File: config.mk
export PLATFORM = sky130hd
export DESIGN_NAME = xorshift_burst_gen
export DESIGN_NICKNAME = d
export VERILOG_FILES = /design/src/rtl/xorshift_burst_gen.sv
export SDC_FILE = /design/constraint.sdc
export NUM_CORES = 1
export LEC_CHECK = 0
export ABC_AREA = 0
export CAP_MARGIN = 30
export CORE_MARGIN = 1
export CORE_UTILIZATION = 55
export CTS_CLUSTER_DIAMETER = 50
export DETAILED_ROUTE_END_ITERATION = 10
export GPL_ROUTABILITY_DRIVEN = 1
export GPL_TIMING_DRIVEN = 1
export PLACE_DENSITY = 0.82
export RECOVER_POWER = 25
export SETUP_SLACK_MARGIN = 0.5
export SLEW_MARGIN = 20
export SYNTH_ARGS = -nofsm -noshare
export SYNTH_HDL_FRONTEND = slang
export SYNTH_SLANG_ARGS = --single-unit
File: constraint.sdc
create_clock -name clk -period 7.76 [get_ports clk]
set_clock_uncertainty 0.15 [all_clocks]
set_input_delay 2.328 -clock clk [delete_from_list [all_inputs] [get_ports clk]]
set_output_delay 2.328 -clock clk [all_outputs]
set_load 0.02 [all_outputs]
File: src/rtl/xorshift_burst_gen.sv
// xorshift_burst_gen
//   Loads a seed on a start handshake and streams xorshift words into a FIFO
//   write port, one per cycle. It stalls on fifo_full without dropping or
//   repeating words. burst_len=0 runs continuously until stop.
// Ports:
//   clk, rst_n                  clock, async active-low reset
//   start, seed, burst_len      begin a burst (sampled only in IDLE)
//   stop                        abort (honoured only in RUN)
//   fifo_full                   synchronised FIFO full flag
//   out_valid, rand_num         word offered to the FIFO (out_valid is winc)
//   busy, done, count           burst active, end pulse, accepted-word count
module xorshift_burst_gen #(
  parameter int                DATA_W    = 32,
  parameter int                LEN_W     = 16,
  parameter int                SH_A      = 13,
  parameter int                SH_B      = 17,
  parameter int                SH_C      = 5,
  parameter logic [DATA_W-1:0] ZERO_SEED = {{(DATA_W-1){1'b0}}, 1'b1}
) (
  input  logic              clk,
  input  logic              rst_n,
  input  logic              start,
  input  logic [DATA_W-1:0] seed,
  input  logic [LEN_W-1:0]  burst_len,
  input  logic              stop,
  input  logic              fifo_full,
  output logic              out_valid,
  output logic [DATA_W-1:0] rand_num,
  output logic              busy,
  output logic              done,
  output logic [LEN_W-1:0]  count
);

  typedef enum logic {IDLE, RUN} state_t;

  state_t             state;
  logic [LEN_W-1:0]   len_q;
  logic [LEN_W-1:0]   cnt_inc;
  logic               acc;
  logic               last;
  logic [DATA_W-1:0]  seed_eff;

  function automatic logic [DATA_W-1:0] xs_step(input logic [DATA_W-1:0] x);
    logic [DATA_W-1:0] t;
    t = x ^ (x << SH_A);
    t = t ^ (t >> SH_B);
    t = t ^ (t << SH_C);
    return t;
  endfunction

  // An all-zero state is a fixed point of xorshift, so it is replaced.
  assign seed_eff = (seed == '0) ? ZERO_SEED : seed;
  assign cnt_inc  = count + 1'b1;
  // out_valid is high throughout RUN, so an accept is simply ~fifo_full there.
  assign acc      = out_valid & ~fifo_full;
  // len_q==0 selects continuous mode; count wrap never ends the burst.
  assign last     = (len_q != '0) && (cnt_inc == len_q);

  always_ff @(posedge clk or negedge rst_n) begin
    if (!rst_n) begin
      state     <= IDLE;
      len_q     <= '0;
      out_valid <= 1'b0;
      rand_num  <= '0;
      busy      <= 1'b0;
      done      <= 1'b0;
      count     <= '0;
    end else begin
      done <= 1'b0;
      case (state)
        IDLE: begin
          if (start) begin
            rand_num  <= xs_step(seed_eff);
            out_valid <= 1'b1;
            busy      <= 1'b1;
            count     <= '0;
            len_q     <= burst_len;
            state     <= RUN;
          end
        end
        RUN: begin
          if (stop) begin
            // A word leaving in the abort cycle still counts; rand_num holds.
            if (acc) count <= cnt_inc;
            out_valid <= 1'b0;
            busy      <= 1'b0;
            done      <= 1'b1;
            state     <= IDLE;
          end else if (acc) begin
            count <= cnt_inc;
            if (last) begin
              out_valid <= 1'b0;
              busy      <= 1'b0;
              done      <= 1'b1;
              state     <= IDLE;
            end else begin
              rand_num <= xs_step(rand_num);
            end
          end
        end
        default: state <= IDLE;
      endcase
    end
  end

endmodule

==> out/results.txt <==
Syn Nets: 671
Syn Inst Count: 617
Largest area contributor in the netlist: dfrtp_1
FFs w/ async S/R, synth: 100%
Post-synth EDFFs: 0
Total CTS buffers: 9
Drt first-iter violations: 384
Worst Setup Start Kind: input pin
Hold Startpoint: len_q[13]$_DFFE_PN0P_
Resized cells post-CTS: 0
Period utilization: 70.8%
Crit-path max cell delay: 2.54 ns
Endpoints failing setup: 0
Power Total: 2.49 mW
Worst-skew pair later-pin latency: 0.35 ns
Worst-Margin Slew: 3.63 ns
Prevailing post-synth register cell: dfrtp_1
Cell Pwr Density: 383 nW/um^2
Register area: 1680 um^2
Initial core utilization: 56.7%
# hold bufs at CTS: 0
Setup crit end kind: asynchronous set/reset pin
Delay-heaviest family, CP: buffers and inverters
Max-cap violation count: 1
Die W: 99.4 um
Synth top area share: 32.1%
H-tree depth: 3
Area taken by multi-input logic gates: 3300 um^2
Worst-path fanout max: 67
Maximum VDD drop: 0.000340 V
Chip Height: 99.4 um
Ranking of synthesized cells by area: dfrtp_1 32%, xnor2_1 17%, nand2_1 6.0%, xor2_1 6.0%, o21ai_0 4.2%
Detail Route Antenna Nets: 0
Worst setup path startpoint: rst_n
Final core utilization: 70.5%
Fin. max-slew vios: 68
CORE AREA: 9200 um^2
Register bit total from synthesis: 67
Worst Path Arrival: 4.99 ns
HP Class: flip-flop to flip-flop
Fmax: 0.182 GHz
Worst-path cell chain: buf_2 -> clkbuf_1
DRC: 0
Tot GR Track Use: 32.4%
# port buffers: 103
RePlAce Congestion: 0.926
Violated checks: max-capacitance violations, max-slew violations
Post-CTS Setup Inserts: 0
Crit Path Category: input pin to asynchronous set/reset pin
Post-DR wirelength/cell: 18.7 um
TritonCTS clock tree: done
Fillcell total: 746
Setup TNS: 0 ns
Reg-to-reg startpoint: count[0]$_DFFE_PN0P_
Post-detailed-route via-to-cell ratio: 6.22
CP Buf/Inv Count: 2
Post-Route WL: 15.2 mm
First-pass GRT wire length: 25.1 mm
Top Ports: 104
RSZ-0062 raised after global routing: no
Average cell area after synthesis: 8.46 um^2
Clock Root Buffer: clkbuf_8
Minimum clock period: 5.50 ns
Status: finished, violations left
Max stage delay cell, worst path: clkbuf_1
Grt ovf: 0
Drt pass-1 iters: 5
Yosys cell types: 55
Inserted Diodes: 0
Final Hold Vio Count: 0
NumNets Final: 752
Initial antenna violation count: 0
Sequential share of the synthesized area: 32.1%
Synth Warn #: 0
Area growth from synthesis to layout: 24.3%
Synthesized area: 5220 um^2
Worst relative slew slack: -142%
Clock sinks: 67
Share of post-route cells with drive strength above 1: 6.69%
Largest net degree at the start of global routing: 68
Detailed Place HPWL: 10.8 mm
Register clock-pin slew on the reported worst setup and hold paths: 0.08 ns
Worst path required time: 7.25 ns
Via Count: 5061
Die Area: 9880 um^2
# rows: 35
Most frequent cells in the layout: 102 x xnor2_1, 102 x clkdlybuf4s50_1, 84 x nand2_1
Vias in the first global route: 5059
Clock Tree Buf Depth: 2
Leak: 2.51 nW
## power by group
group / internal, mW / switching [mW]
clock network: 0.221 / 0.142
logic: 0.706 / 0.766
registers: 0.453 / 0.198
total: 1.38 / 1.11
## registers in the layout, summed over array words and instances (netlist names)
signal,count
busy,1
count,16
done,1
len_q,16
rand_num,32
state,1
## per-layer routing
| metal | part of all wire [%] | track usage [%] | wire (um) |
|---|---|---|---|
| met2 | 50 | 57.2 | 7680 |
| met4 | 3.6 | 16.6 | 552 |
| met3 | 7.1 | 3.94 | 1080 |
| met1 | 39 | 38.9 | 5900 |
| met5 | 0 | 0 | 0 |
## final cells by class
class | count | area share (%)
clock buffer | 11 | 2.18
clock inverter | 5 | 1.54
inverter | 19 | 1.10
multi-input combinational | 493 | 50.8
sequential | 67 | 25.8
tap | 111 | 2.14
timing repair buffer | 108 | 16.3
## path summary, 6_finish.rpt
check                                                 to  slack, ns  cells after the start
worst max-delay path               count[14]$_DFFE_PN0P_       2.26                      2
min in group asynchronous           len_q[6]$_DFFE_PN0P_       3.16                      2
worst min-delay path               len_q[13]$_DFFE_PN0P_       0.39                      2
max in group clk                 rand_num[1]$_DFFE_PN0P_       2.88                      6
worst max register to register  rand_num[26]$_DFFE_PN0P_       3.98                      9
worst min register to register     len_q[13]$_DFFE_PN0P_       0.39                      2
## cell families (layout without fill, tap and decap cells)
logic type,after synthesis,after routing,share of synthesized area (%)
compound gates,132,132,16.4
xor+xnor,138,138,23.2
fa+ha+maj,1,1,0.240
buf+inv,57,143,4.70
flops,67,67,32.1
mux,12,12,2.93
simple gates,210,210,20.4
## worst reg2reg max path, cell delays in order, from the launching register on
cell      delay [ns]
dfrtp_1         0.48
ha_1            0.31
nand3_2         0.21
nor4_4          0.40
xnor2_1         0.12
or4_4           0.44
nor4_4          0.30
buf_4           0.40
and2_1          0.65
a211oi_1        0.18
## synth_stat cells, types with 2 or more instances
cell type,instances
buf_1,3
mux2_4,5
clkbuf_1,24
nand4_1,18
a22oi_1,2
nand2b_1,2
a211oi_2,6
xor2_1,36
o21ai_0,44
o31a_1,3
buf_2,7
nand3b_1,5
o21a_1,2
nand3_2,2
nor3_1,7
a311oi_1,3
o31ai_1,6
a211o_1,4
nor2_1,37
nand2_1,84
and3_1,4
buf_6,2
a211oi_1,9
a2bb2oi_1,3
nor2b_1,3
or3_1,3
nor4_4,2
buf_4,2
o221ai_1,4
or2_2,4
inv_1,19
nor3b_1,10
nand3_1,6
mux2_2,5
nor4_1,14
and2_1,4
xnor2_1,102
or4_1,2
a21oi_1,31
dfrtp_1,67
a31oi_1,3
o22ai_1,5
## per-stage QoR
| stage | cell area (um^2) | setup slack (ns) | hold WS (ns) | cells |
|---|---|---|---|---|
| 2_1_floorplan | 5220 | 3.94 | 0.338 | 617 |
| 3_3_place_gp | 6250 | 2.66 | 0.367 | 798 |
| 3_5_place_dp | 6250 | 2.59 | 0.377 | 798 |
| 4_1_cts | 6490 | 2.96 | 0.396 | 814 |
| 5_1_grt | 6490 | 1.50 | 0.441 | 814 |
| 6_report | 6490 | 2.26 | 0.394 | 814 |
Power figures use the tool's default switching activity.
==> edit: new RTL, config.mk and constraints unchanged <==
Register the output `count` once more, cleared by the reset; this adds one clock of latency there. The other outputs are not delayed to match.
--- a/src/rtl/xorshift_burst_gen.sv
+++ b/src/rtl/xorshift_burst_gen.sv
@@ -35,2 +35,4 @@
 
+  logic [LEN_W-1:0] count_s0;
+
   state_t             state;
@@ -52,3 +54,3 @@
   assign seed_eff = (seed == '0) ? ZERO_SEED : seed;
-  assign cnt_inc  = count + 1'b1;
+  assign cnt_inc  = count_s0 + 1'b1;
   // out_valid is high throughout RUN, so an accept is simply ~fifo_full there.
@@ -66,3 +68,3 @@
       done      <= 1'b0;
-      count     <= '0;
+      count_s0  <= '0;
     end else begin
@@ -75,3 +77,3 @@
             busy      <= 1'b1;
-            count     <= '0;
+            count_s0  <= '0;
             len_q     <= burst_len;
@@ -83,3 +85,3 @@
             // A word leaving in the abort cycle still counts; rand_num holds.
-            if (acc) count <= cnt_inc;
+            if (acc) count_s0 <= cnt_inc;
             out_valid <= 1'b0;
@@ -89,3 +91,3 @@
           end else if (acc) begin
-            count <= cnt_inc;
+            count_s0 <= cnt_inc;
             if (last) begin
@@ -105,2 +107,10 @@
 
+  always_ff @(posedge clk or negedge rst_n) begin
+    if (!rst_n) begin
+      count <= '0;
+    end else begin
+      count <= count_s0;
+    end
+  end
+
 endmodule
Behaviour: not the same (Yosys sat finds a counterexample within 4 cycles, from zero or initial values and one cycle with rst_n low).
==> edit against the original RTL <==
- sequential power rose by 9.5%
- setup slack improved by 0.82 ns
- via count fell by 7.3%
- sequential cell count rose by 16
- synthesized cell count fell by 6.8%
- power fell by 6.0%
- cell area rose by 1.4%
- synthesized area rose by 1.5%
- wire length fell by 9.1%
- critical endpoint is now rand_num[7]
==> edit: results (changes against the original RTL) <==
[outcome]
status = completed

[placed_design]
place_hpwl_mm = 10.1  ; -6.0%
dp_cells = 776  ; -2.8%
post_dp_cell_area_um2 = 6380  ; +2.2%
dp_slack_ns = 2.72  ; +0.131 ns
gp_congestion = 0.945  ; +2.0%

[setup_path]
slowest_stage = o21ai_2
crit_path_end = rand_num[7]
worst_r2r_endpoint = rand_num[17]
startpoint = fifo_full
cp_top_family = simple AND/OR/NAND/NOR gates
worst-r2r-setup-slack_ns = 4.08  ; +0.10 ns
cp.arrival_ns = 4.77  ; -0.22 ns
r2r-start = count_s0[0]
ff2ff_path_depth = 10  ; +1
cpPeakStageDelay_ns = 0.58  ; -1.96 ns

[synth]
ys_top_cells_by_area = dfrtp_1 39%, xnor2_1 16%, xor2_1 6.8%
avgSynthCellArea_um2 = 9.21  ; +8.9%
synth_cell_types = 57  ; +3.6%
synth_common_cells = 99 x xnor2_1, 83 x dfrtp_1, 78 x nand2_1, 43 x nor2_1, 41 x xor2_1
ys_seq_area_share_pct = 39.2  ; +7.1 points
synth_nets = 629  ; -6.3%

[clocking]
path_clk_slew_ns = 0.10  ; +0.02 ns

[cells_and_area]
n_antenna_cell = 0  ; unchanged
final_nets = 712  ; -5.3%
instances_no_fill = 792  ; -2.7%
largest_register = rand_num

[power_and_ir_drop]
pwr-share-seq_pct = 30.6  ; +4.4 points
ir_worst_vdd_mv = 0.312  ; -8.4%
p_comb_share_pct = 56.3  ; -2.9 points
power.leakage_uw = 0.00257  ; +2.6%
p_switching_uw = 1030  ; -7.3%
p_per_area_nw_per_um2 = 356  ; -7.3%

[drt]
met2_length_mm = 6.96  ; -9.4%
drt_iter0_drc = 275  ; -28%
top_layer = met4
wl_met3_um = 878  ; -19%
vias = 4692  ; -7.3%
firstDrtPassIters = 5  ; unchanged
finalWirelength_mm = 13.8  ; -9.1%
m1WireLength_mm = 5.56  ; -5.7%

[grt]
grt_pass1_vias = 4815  ; -4.8%
grt_pass1_wl_mm = 23.2  ; -7.4%
grt_start_max_net_pins = 58  ; -15%
grt.met1_usage_pct = 35.5  ; -3.4 points
met3_usage_pct = 4.74  ; +0.80 points
gr-usage-met2_pct = 52.0  ; -5.2 points
track_usage_pct = 29.3  ; -3.1 points

[timing]
fmax_ghz = 0.214  ; +17%
tightest_slew_ns = 1.48  ; -2.14 ns
timing.hold.ws_ns = 0.332  ; -0.0615 ns

## edit: worst min path at each step
| stage | startpoint | endpoint | depth (start not counted) |
|---|---|---|---|
| after floorplan | count_s0[4] | count[4] | 0 |
| after global routing | count_s0[15] | count[15] | 0 |
| after CTS | count_s0[15] | count[15] | 0 |
| after global placement | count_s0[15] | count[15] | 0 |
| final | count_s0[15] | count[15] | 0 |
| after detailed placement | count_s0[15] | count[15] | 0 |
## edit: cell type report
cell class                      count  area [µm²]
Multi-Input combinational cell    451        3030
Fill cell                         758        2710
Sequential cell                    83        2080
Timing Repair Buffer              109        1100
Tap cell                          129         161
Clock buffer                       11         151
Clock inverter                      5        43.8
Inverter                            4        15.0
## edit: cells by family (layout without fill, tap and decap cells)
family                     count (synthesis)  count (layout)  synth area share, %
adders and majority gates                  1               1                0.236
buffers and inverters                     41             129                 3.59
AOI/OAI and AO/OA                        113             113                 14.3
DFF                                       83              83                 39.2
and+or+nand+nor                          189             189                 17.6
xor gates and xnor gates                 140             140                 23.2
muxes                                      8               8                 1.91
